### src/rtl/mc_ctrl_pkg.sv
// rtl/mc_ctrl_pkg.sv - shared opcodes, state encoding and datapath mux codes for multicycle_control
package mc_ctrl_pkg;

    localparam logic [5:0] OP_RTYPE  = 6'b000000;
    localparam logic [5:0] OP_REGIMM = 6'b000001;
    localparam logic [5:0] OP_J      = 6'b000010;
    localparam logic [5:0] OP_JAL    = 6'b000011;
    localparam logic [5:0] OP_LB     = 6'b100000;
    localparam logic [5:0] OP_LW     = 6'b100011;
    localparam logic [5:0] OP_SB     = 6'b101000;
    localparam logic [5:0] OP_SW     = 6'b101011;

    // Bit positions inside the one-hot opcode class vector.
    localparam int CLS_R       = 0;
    localparam int CLS_IMM     = 1;
    localparam int CLS_LOAD    = 2;
    localparam int CLS_STORE   = 3;
    localparam int CLS_BRANCH  = 4;
    localparam int CLS_J       = 5;
    localparam int CLS_JAL     = 6;
    localparam int CLS_ILLEGAL = 7;
    localparam int CLS_W       = 8;

    typedef enum logic [3:0] {
        S_IDLE     = 4'd0,
        S_FETCH    = 4'd1,
        S_DECODE   = 4'd2,
        S_EXEC_R   = 4'd3,
        S_WB_R     = 4'd4,
        S_EXEC_I   = 4'd5,
        S_WB_I     = 4'd6,
        S_MEM_ADDR = 4'd7,
        S_MEM_RD   = 4'd8,
        S_MEM_WB   = 4'd9,
        S_MEM_WR   = 4'd10,
        S_BRANCH   = 4'd11,
        S_JUMP     = 4'd12,
        S_JAL      = 4'd13,
        S_FAULT    = 4'd14
    } state_t;

    localparam logic [1:0] ALU_ADD     = 2'b00;
    localparam logic [1:0] ALU_SUB     = 2'b01;
    localparam logic [1:0] ALU_FUNCT   = 2'b10;
    localparam logic [1:0] ALU_OPIMM   = 2'b11;

    localparam logic [1:0] PCSRC_ALU   = 2'b00;
    localparam logic [1:0] PCSRC_OUT   = 2'b01;
    localparam logic [1:0] PCSRC_JUMP  = 2'b10;

    localparam logic [1:0] RDST_RT     = 2'b00;
    localparam logic [1:0] RDST_RD     = 2'b01;
    localparam logic [1:0] RDST_R31    = 2'b10;

    localparam logic [1:0] M2R_ALUOUT  = 2'b00;
    localparam logic [1:0] M2R_MDR     = 2'b01;
    localparam logic [1:0] M2R_PC      = 2'b10;

    localparam logic [1:0] SRCB_REG    = 2'b00;
    localparam logic [1:0] SRCB_FOUR   = 2'b01;
    localparam logic [1:0] SRCB_IMM    = 2'b10;
    localparam logic [1:0] SRCB_IMM_SH = 2'b11;

    function automatic logic is_wait_state(input state_t s);
        return (s == S_FETCH) || (s == S_MEM_RD) || (s == S_MEM_WR);
    endfunction

endpackage

### src/rtl/mc_ctrl_opclass.sv
// rtl/mc_ctrl_opclass.sv - combinational opcode to one-hot instruction class decode
module mc_ctrl_opclass
    import mc_ctrl_pkg::*;
#(
    parameter int OPCODE_W = 6
) (
    input  logic [OPCODE_W-1:0] i_opcode,
    output logic [CLS_W-1:0]    o_class
);

    logic [5:0] w_op;

    assign w_op = i_opcode[5:0];

    always_comb begin
        o_class = '0;
        casez (w_op)
            OP_RTYPE:                          o_class[CLS_R]      = 1'b1;
            OP_REGIMM, 6'b0001??:              o_class[CLS_BRANCH] = 1'b1;
            OP_J:                              o_class[CLS_J]      = 1'b1;
            OP_JAL:                            o_class[CLS_JAL]    = 1'b1;
            // 001001..001111; 001000 is deliberately left illegal.
            6'b001001, 6'b00101?, 6'b0011??:   o_class[CLS_IMM]    = 1'b1;
            OP_LB, OP_LW:                      o_class[CLS_LOAD]   = 1'b1;
            OP_SB, OP_SW:                      o_class[CLS_STORE]  = 1'b1;
            default:                           o_class[CLS_ILLEGAL] = 1'b1;
        endcase
    end

endmodule

### src/rtl/multicycle_control.sv
// rtl/multicycle_control.sv - multi-cycle MIPS control FSM with memory-wait timeout
// Optional illegal-opcode trap enabled by MC_CTRL_ILLEGAL_TRAP_EN.
module multicycle_control
    import mc_ctrl_pkg::*;
#(
    parameter int OPCODE_W    = 6,
    parameter int ALU_OP_W    = 2,
    parameter int MEM_TIMEOUT = 15
) (
    input  logic                clk,
    input  logic                rst,
    input  logic                run,
    input  logic [OPCODE_W-1:0] opcode,
    input  logic                mem_ready,
    output logic                pc_write,
    output logic                pc_write_cond,
    output logic [1:0]          pc_source,
    output logic                i_or_d,
    output logic                mem_read,
    output logic                mem_write,
    output logic                mem_byte,
    output logic                ir_write,
    output logic [1:0]          reg_dst,
    output logic [1:0]          mem_to_reg,
    output logic                reg_write,
    output logic                alu_src_a,
    output logic [1:0]          alu_src_b,
    output logic [ALU_OP_W-1:0] alu_op,
    output logic                instr_done,
    output logic                fault,
    output logic                illegal_op
);

    localparam int WAIT_W = (MEM_TIMEOUT > 0) ? $clog2(MEM_TIMEOUT + 1) : 1;
    localparam logic [WAIT_W-1:0] WAIT_MAX = WAIT_W'(MEM_TIMEOUT);

    state_t             r_state;
    logic [WAIT_W-1:0]  r_wait;
    logic               r_fault;
    logic               r_illegal;

    logic [CLS_W-1:0]   w_class;
    logic               w_timeout;
    logic [WAIT_W-1:0]  w_wait_inc;
    state_t             w_after_final;
    logic [1:0]         w_alu_op;

    mc_ctrl_opclass #(
        .OPCODE_W (OPCODE_W)
    ) u_opclass (
        .i_opcode (opcode),
        .o_class  (w_class)
    );

    // Saturate so that a disabled timeout (WAIT_MAX = 0) keeps the counter parked at zero.
    assign w_wait_inc    = (r_wait == WAIT_MAX) ? r_wait : r_wait + 1'b1;
    assign w_timeout     = (MEM_TIMEOUT != 0) && (r_wait == WAIT_MAX) && !mem_ready;
    assign w_after_final = run ? S_FETCH : S_IDLE;

    always_ff @(posedge clk or posedge rst) begin
        if (rst) begin
            r_state   <= S_IDLE;
            r_wait    <= '0;
            r_fault   <= 1'b0;
            r_illegal <= 1'b0;
        end else begin
            case (r_state)
                S_IDLE: begin
                    r_wait <= '0;
                    if (run) begin
                        r_state <= S_FETCH;
                    end
                end
                S_FETCH: begin
                    if (mem_ready) begin
                        r_state <= S_DECODE;
                    end else if (w_timeout) begin
                        r_state <= S_FAULT;
                        r_fault <= 1'b1;
                    end else begin
                        r_wait <= w_wait_inc;
                    end
                end
                S_DECODE: begin
                    r_wait <= '0;
                    if (w_class[CLS_R]) begin
                        r_state <= S_EXEC_R;
                    end else if (w_class[CLS_IMM]) begin
                        r_state <= S_EXEC_I;
                    end else if (w_class[CLS_LOAD] || w_class[CLS_STORE]) begin
                        r_state <= S_MEM_ADDR;
                    end else if (w_class[CLS_BRANCH]) begin
                        r_state <= S_BRANCH;
                    end else if (w_class[CLS_J]) begin
                        r_state <= S_JUMP;
                    end else if (w_class[CLS_JAL]) begin
                        r_state <= S_JAL;
                    end else begin
`ifdef MC_CTRL_ILLEGAL_TRAP_EN
                        r_state   <= S_FAULT;
                        r_illegal <= 1'b1;
`else
                        r_state   <= w_after_final;
`endif
                    end
                end
                S_EXEC_R: r_state <= S_WB_R;
                S_EXEC_I: r_state <= S_WB_I;
                S_MEM_ADDR: begin
                    r_wait  <= '0;
                    r_state <= opcode[3] ? S_MEM_WR : S_MEM_RD;
                end
                S_MEM_RD, S_MEM_WR: begin
                    if (mem_ready) begin
                        r_wait  <= '0;
                        r_state <= (r_state == S_MEM_RD) ? S_MEM_WB : w_after_final;
                    end else if (w_timeout) begin
                        r_state <= S_FAULT;
                        r_fault <= 1'b1;
                    end else begin
                        r_wait <= w_wait_inc;
                    end
                end
                S_WB_R, S_WB_I, S_MEM_WB, S_BRANCH, S_JUMP, S_JAL: begin
                    r_wait  <= '0;
                    r_state <= w_after_final;
                end
                S_FAULT: r_state <= S_FAULT;
                default: r_state <= S_IDLE;
            endcase
        end
    end

    // Output decode: Moore per state, except the mem_ready-qualified strobes in wait states.
    always_comb begin
        pc_write      = 1'b0;
        pc_write_cond = 1'b0;
        pc_source     = PCSRC_ALU;
        i_or_d        = 1'b0;
        mem_read      = 1'b0;
        mem_write     = 1'b0;
        mem_byte      = 1'b0;
        ir_write      = 1'b0;
        reg_dst       = RDST_RT;
        mem_to_reg    = M2R_ALUOUT;
        reg_write     = 1'b0;
        alu_src_a     = 1'b0;
        alu_src_b     = SRCB_REG;
        w_alu_op      = ALU_ADD;
        instr_done    = 1'b0;
        case (r_state)
            S_FETCH: begin
                mem_read  = 1'b1;
                alu_src_b = SRCB_FOUR;
                ir_write  = mem_ready;
                pc_write  = mem_ready;
            end
            S_DECODE: begin
                alu_src_b = SRCB_IMM_SH;
`ifndef MC_CTRL_ILLEGAL_TRAP_EN
                instr_done = w_class[CLS_ILLEGAL];
`endif
            end
            S_EXEC_R: begin
                alu_src_a = 1'b1;
                alu_src_b = SRCB_REG;
                w_alu_op  = ALU_FUNCT;
            end
            S_WB_R: begin
                reg_write  = 1'b1;
                reg_dst    = RDST_RD;
                instr_done = 1'b1;
            end
            S_EXEC_I: begin
                alu_src_a = 1'b1;
                alu_src_b = SRCB_IMM;
                w_alu_op  = ALU_OPIMM;
            end
            S_WB_I: begin
                reg_write  = 1'b1;
                instr_done = 1'b1;
            end
            S_MEM_ADDR: begin
                alu_src_a = 1'b1;
                alu_src_b = SRCB_IMM;
            end
            S_MEM_RD: begin
                i_or_d   = 1'b1;
                mem_read = 1'b1;
                mem_byte = (opcode[1:0] == 2'b00);
            end
            S_MEM_WB: begin
                reg_write  = 1'b1;
                mem_to_reg = M2R_MDR;
                instr_done = 1'b1;
            end
            S_MEM_WR: begin
                i_or_d     = 1'b1;
                mem_write  = 1'b1;
                mem_byte   = (opcode[1:0] == 2'b00);
                instr_done = mem_ready;
            end
            S_BRANCH: begin
                alu_src_a     = 1'b1;
                alu_src_b     = SRCB_REG;
                w_alu_op      = ALU_SUB;
                pc_write_cond = 1'b1;
                pc_source     = PCSRC_OUT;
                instr_done    = 1'b1;
            end
            S_JUMP: begin
                pc_write   = 1'b1;
                pc_source  = PCSRC_JUMP;
                instr_done = 1'b1;
            end
            S_JAL: begin
                pc_write   = 1'b1;
                pc_source  = PCSRC_JUMP;
                reg_write  = 1'b1;
                reg_dst    = RDST_R31;
                mem_to_reg = M2R_PC;
                instr_done = 1'b1;
            end
            default: ;
        endcase
    end

    assign alu_op     = ALU_OP_W'(w_alu_op);
    assign fault      = r_fault;
    assign illegal_op = r_illegal;

endmodule

### config.mk
export PLATFORM = sky130hd
export DESIGN_NAME = multicycle_control
export DESIGN_NICKNAME = d
export VERILOG_FILES = /design/src/rtl/mc_ctrl_pkg.sv /design/src/rtl/mc_ctrl_opclass.sv /design/src/rtl/multicycle_control.sv
export SDC_FILE = /design/constraint.sdc
export NUM_CORES = 1
export LEC_CHECK = 0
export BUFFER_PORTS_ARGS = -buffer_cell sky130_fd_sc_hd__buf_2
export CORE_MARGIN = 2
export CORE_UTILIZATION = 40
export CTS_CLUSTER_DIAMETER = 100
export DETAILED_ROUTE_END_ITERATION = 10
export PLACE_DENSITY = 0.62
export SYNTH_ARGS = -nofsm -noshare
export SYNTH_HDL_FRONTEND = slang
export SYNTH_SLANG_ARGS = --single-unit
### constraint.sdc
create_clock -name clk -period 3.4 [get_ports clk]
set_clock_uncertainty 0.15 [all_clocks]
set_input_delay 0.17 -clock clk [delete_from_list [all_inputs] [get_ports clk]]
set_output_delay 0.17 -clock clk [all_outputs]
set_load 0.005 [all_outputs]
==> summary.txt <==
Run status
  • Status: finished, final reports clean

STA
  • Setup slack after layout: 0.871 ns
  • Fin. Hold Viols: 0
  • Slew Viols, Final: 0
  • Tcrit/Tclk final: 74.4%
  • Setup TNS: 0 ns
  • Max transition margin: 49.9%
  • Tightest Pin Transition: 0.751 ns
  • Setup-failing EPs final: 0
  • FMAX: 395 MHz
  • Min Tclk post-route: 2.53 ns
  • RSZ-0062 raised after global routing: no

Synth
  • Yosys cell types: 50
  • Synthesized Nets: 157
  • Mapped Cells: 146
  • Synth Flop Type: dfrtp_1
  • Synthesis-stage register bit count: 9
  • YS warnings: 1
  • Mean post-synth cell area: 7.14 um^2
  • Register area share after synthesis: 21.6%
  • Synth top area share: 21.6%
  • Mapped Area: 1040 um^2
  • Async set-reset flop share out of synthesis: 100%
  • Synth area leader: dfrtp_1
  • EDFF count, synth: 0
  • Synth area leaders: dfrtp_1, o21ai_0, nor2_1, a21oi_1, nor3_1

Setup path
  • WP buf/inv: 2
  • Crit path largest cell delay: 0.80 ns
  • WS Path Type: flop to primary output
  • Critical-path top delay cell: dfrtp_1
  • CP delay by family, top: flip-flops
  • R2r setup slk: 1.25 ns
  • CP Cell Sequence: clkinv_1, nand2_1, nor4_1, or2_2, buf_2
  • Worst setup EP type: primary output
  • Critical path peak fanout: 23
  • CP startpoint kind: flop
  • CP required: 3.08 ns
  • Crit path DAT: 2.21 ns

Routing
  • Wire per inst: 13.0 um
  • DR vias: 1147
  • Vias per cell: 5.74
  • Antenna Nets Post-Route: 0
  • Total wire length: 2.59 mm
  • Drt initial violations: 25
  • Router iterations before antenna repair: 4
  • DRC: 0

Placed design
  • Post-Place Setup Slack: 1.15 ns
  • Final HPWL DP: 1.97 mm
  • Final GP Congestion: 0.907
  • PortBufs: 30
  • Placed cells: 195

Floorplan
  • Core area: 2480 um^2
  • Die Area: 3030 um^2
  • IO Count: 32
  • Initial Util: 42.1%
  • # rows: 18
  • Die Wd: 55.0 um
  • Height of the die: 55.0 um

Finish
  • Layout cells sized above 1: 24.7%
  • N_diodes: 0
  • Synth-to-Final Area Change: 15.0%
  • Final Net Count: 182
  • Layout Cells excl Fill: 200
  • Final Util: 48.4%

Clocking
  • CTS resizes: 0
  • Reg clk slew, reported paths: 0.06 ns
  • Root buffer cell: clkbuf_4
  • # clock sinks: 9
  • H-tree depth: 1
  • TritonCTS clock tree: yes
  • CTS max path bufs: 2
  • Clock Latency Late Sink: 0.25 ns
  • Num CTS Buffers: 3

Pwr
  • Pwr dens: 711 nW/um^2
  • Peak supply drop: 0.346 mV
  • Leak: 0.572 nW
  • Total Power: 0.852 mW

Global routing
  • Vias in the first global route: 948
  • GRT Total Usage: 19.3%
  • Largest net degree at the start of global routing: 25
  • Grt total ovfl: 0
  • Initial antenna violation count: 0
  • First-pass GRT wire length: 4.23 mm

Run
  • Max-cap violations: 0

Worst hold path
  • Hold WC Path Type: primary input to flop
repair_timing:
action | in CTS | in global routing
buffers inserted | 0 | 0
endpoints found under the hold margin | 9 | 0
hold buffers | 1 | 0
final timing paths:
path                       startpoint  cells past startpoint          to
max                        r_state[2]                      5    pc_write
min                         opcode[4]                      4  r_state[1]
max reg2reg                r_state[1]                      5   r_wait[2]
min reg2reg                     fault                      1       fault
max in group asynchronous         rst                      3       fault
min in group asynchronous         rst                      3   r_wait[3]
per-stage QoR:
| step | hold WS, ns | area, um^2 |
|---|---|---|
| global route | 0.113 | 1200 |
| floorplan | -0.152 | 1040 |
| finish | 0.119 | 1200 |
| global placement | -0.0119 | 1160 |
| CTS | 0.116 | 1200 |
| detailed placement | -0.00550 | 1160 |
worst min-delay path, cell delays in order:
cell     delay (ns)
buf_2          0.13
a21oi_1        0.06
nand3_1        0.08
nand2_1        0.05
sequential cells by signal, summed over array words and instances, names as in the netlist:
name	cells
r_state	4
r_wait	4
fault	1
per-layer routing:
layer  routed length, um  vias up  GRT usage (%)
li1                    -      584              -
met1                1180      531           26.6
met2                1270       30           29.8
met3                 133        2           3.76
met4                  16        0           6.91
met5                   0        -              0
Yosys cell counts (2+ instances only):
cell type / count
nor2_1: 17
o21ai_0: 15
nand2_1: 11
a21oi_1: 10
dfrtp_1: 9
nor3_1: 9
buf_2: 7
inv_1: 5
nor2b_1: 5
nand3_1: 4
and2_1: 3
buf_4: 3
nand2b_1: 3
xnor2_1: 3
a211oi_1: 2
and3_1: 2
and4b_1: 2
nand4_1: 2
o21bai_1: 2
o22ai_1: 2
layout make-up:
| type | instances | area, um^2 |
|---|---|---|
| clock buffers | 3 | 22.5 |
| inverters | 6 | 22.5 |
| fillers | 259 | 1280 |
| well taps | 30 | 37.5 |
| repair buffers | 31 | 160 |
| flip-flops and latches | 9 | 225 |
| multi-input cells | 120 | 726 |
| clock inverters | 1 | 5.00 |
where the power goes:
group	internal [mW]	total [mW]	switching, mW	leakage [nW]
clock	0.0433	0.0794	0.0361	0.0177
combinational	0.242	0.508	0.266	0.435
sequential	0.139	0.265	0.125	0.119
total	0.424	0.852	0.428	0.572
cells in the final DEF, fill, tap and decap left out, types with 3 or more instances in the layout:
cell type  Yosys  final
buf_2          7     30
nor2_1        17     17
o21ai_0       15     15
nand2_1       11     11
a21oi_1       10     10
nor3_1         9      9
dfrtp_1        9      9
inv_1          5      5
nor2b_1        5      5
nand3_1        4      4
and2_1         3      3
nand2b_1       3      3
xnor2_1        3      3
clkbuf_4       0      3
cell families after synthesis:
kind of cell | share of synthesized area, %
simple gates | 35.2
compound gates | 29.4
buf+inv | 8.76
flops | 21.6
xor+xnor | 2.52
fa+ha+maj | 1.20
other cells | 0.360
mux | 0.960
Power figures use the tool's default switching activity.
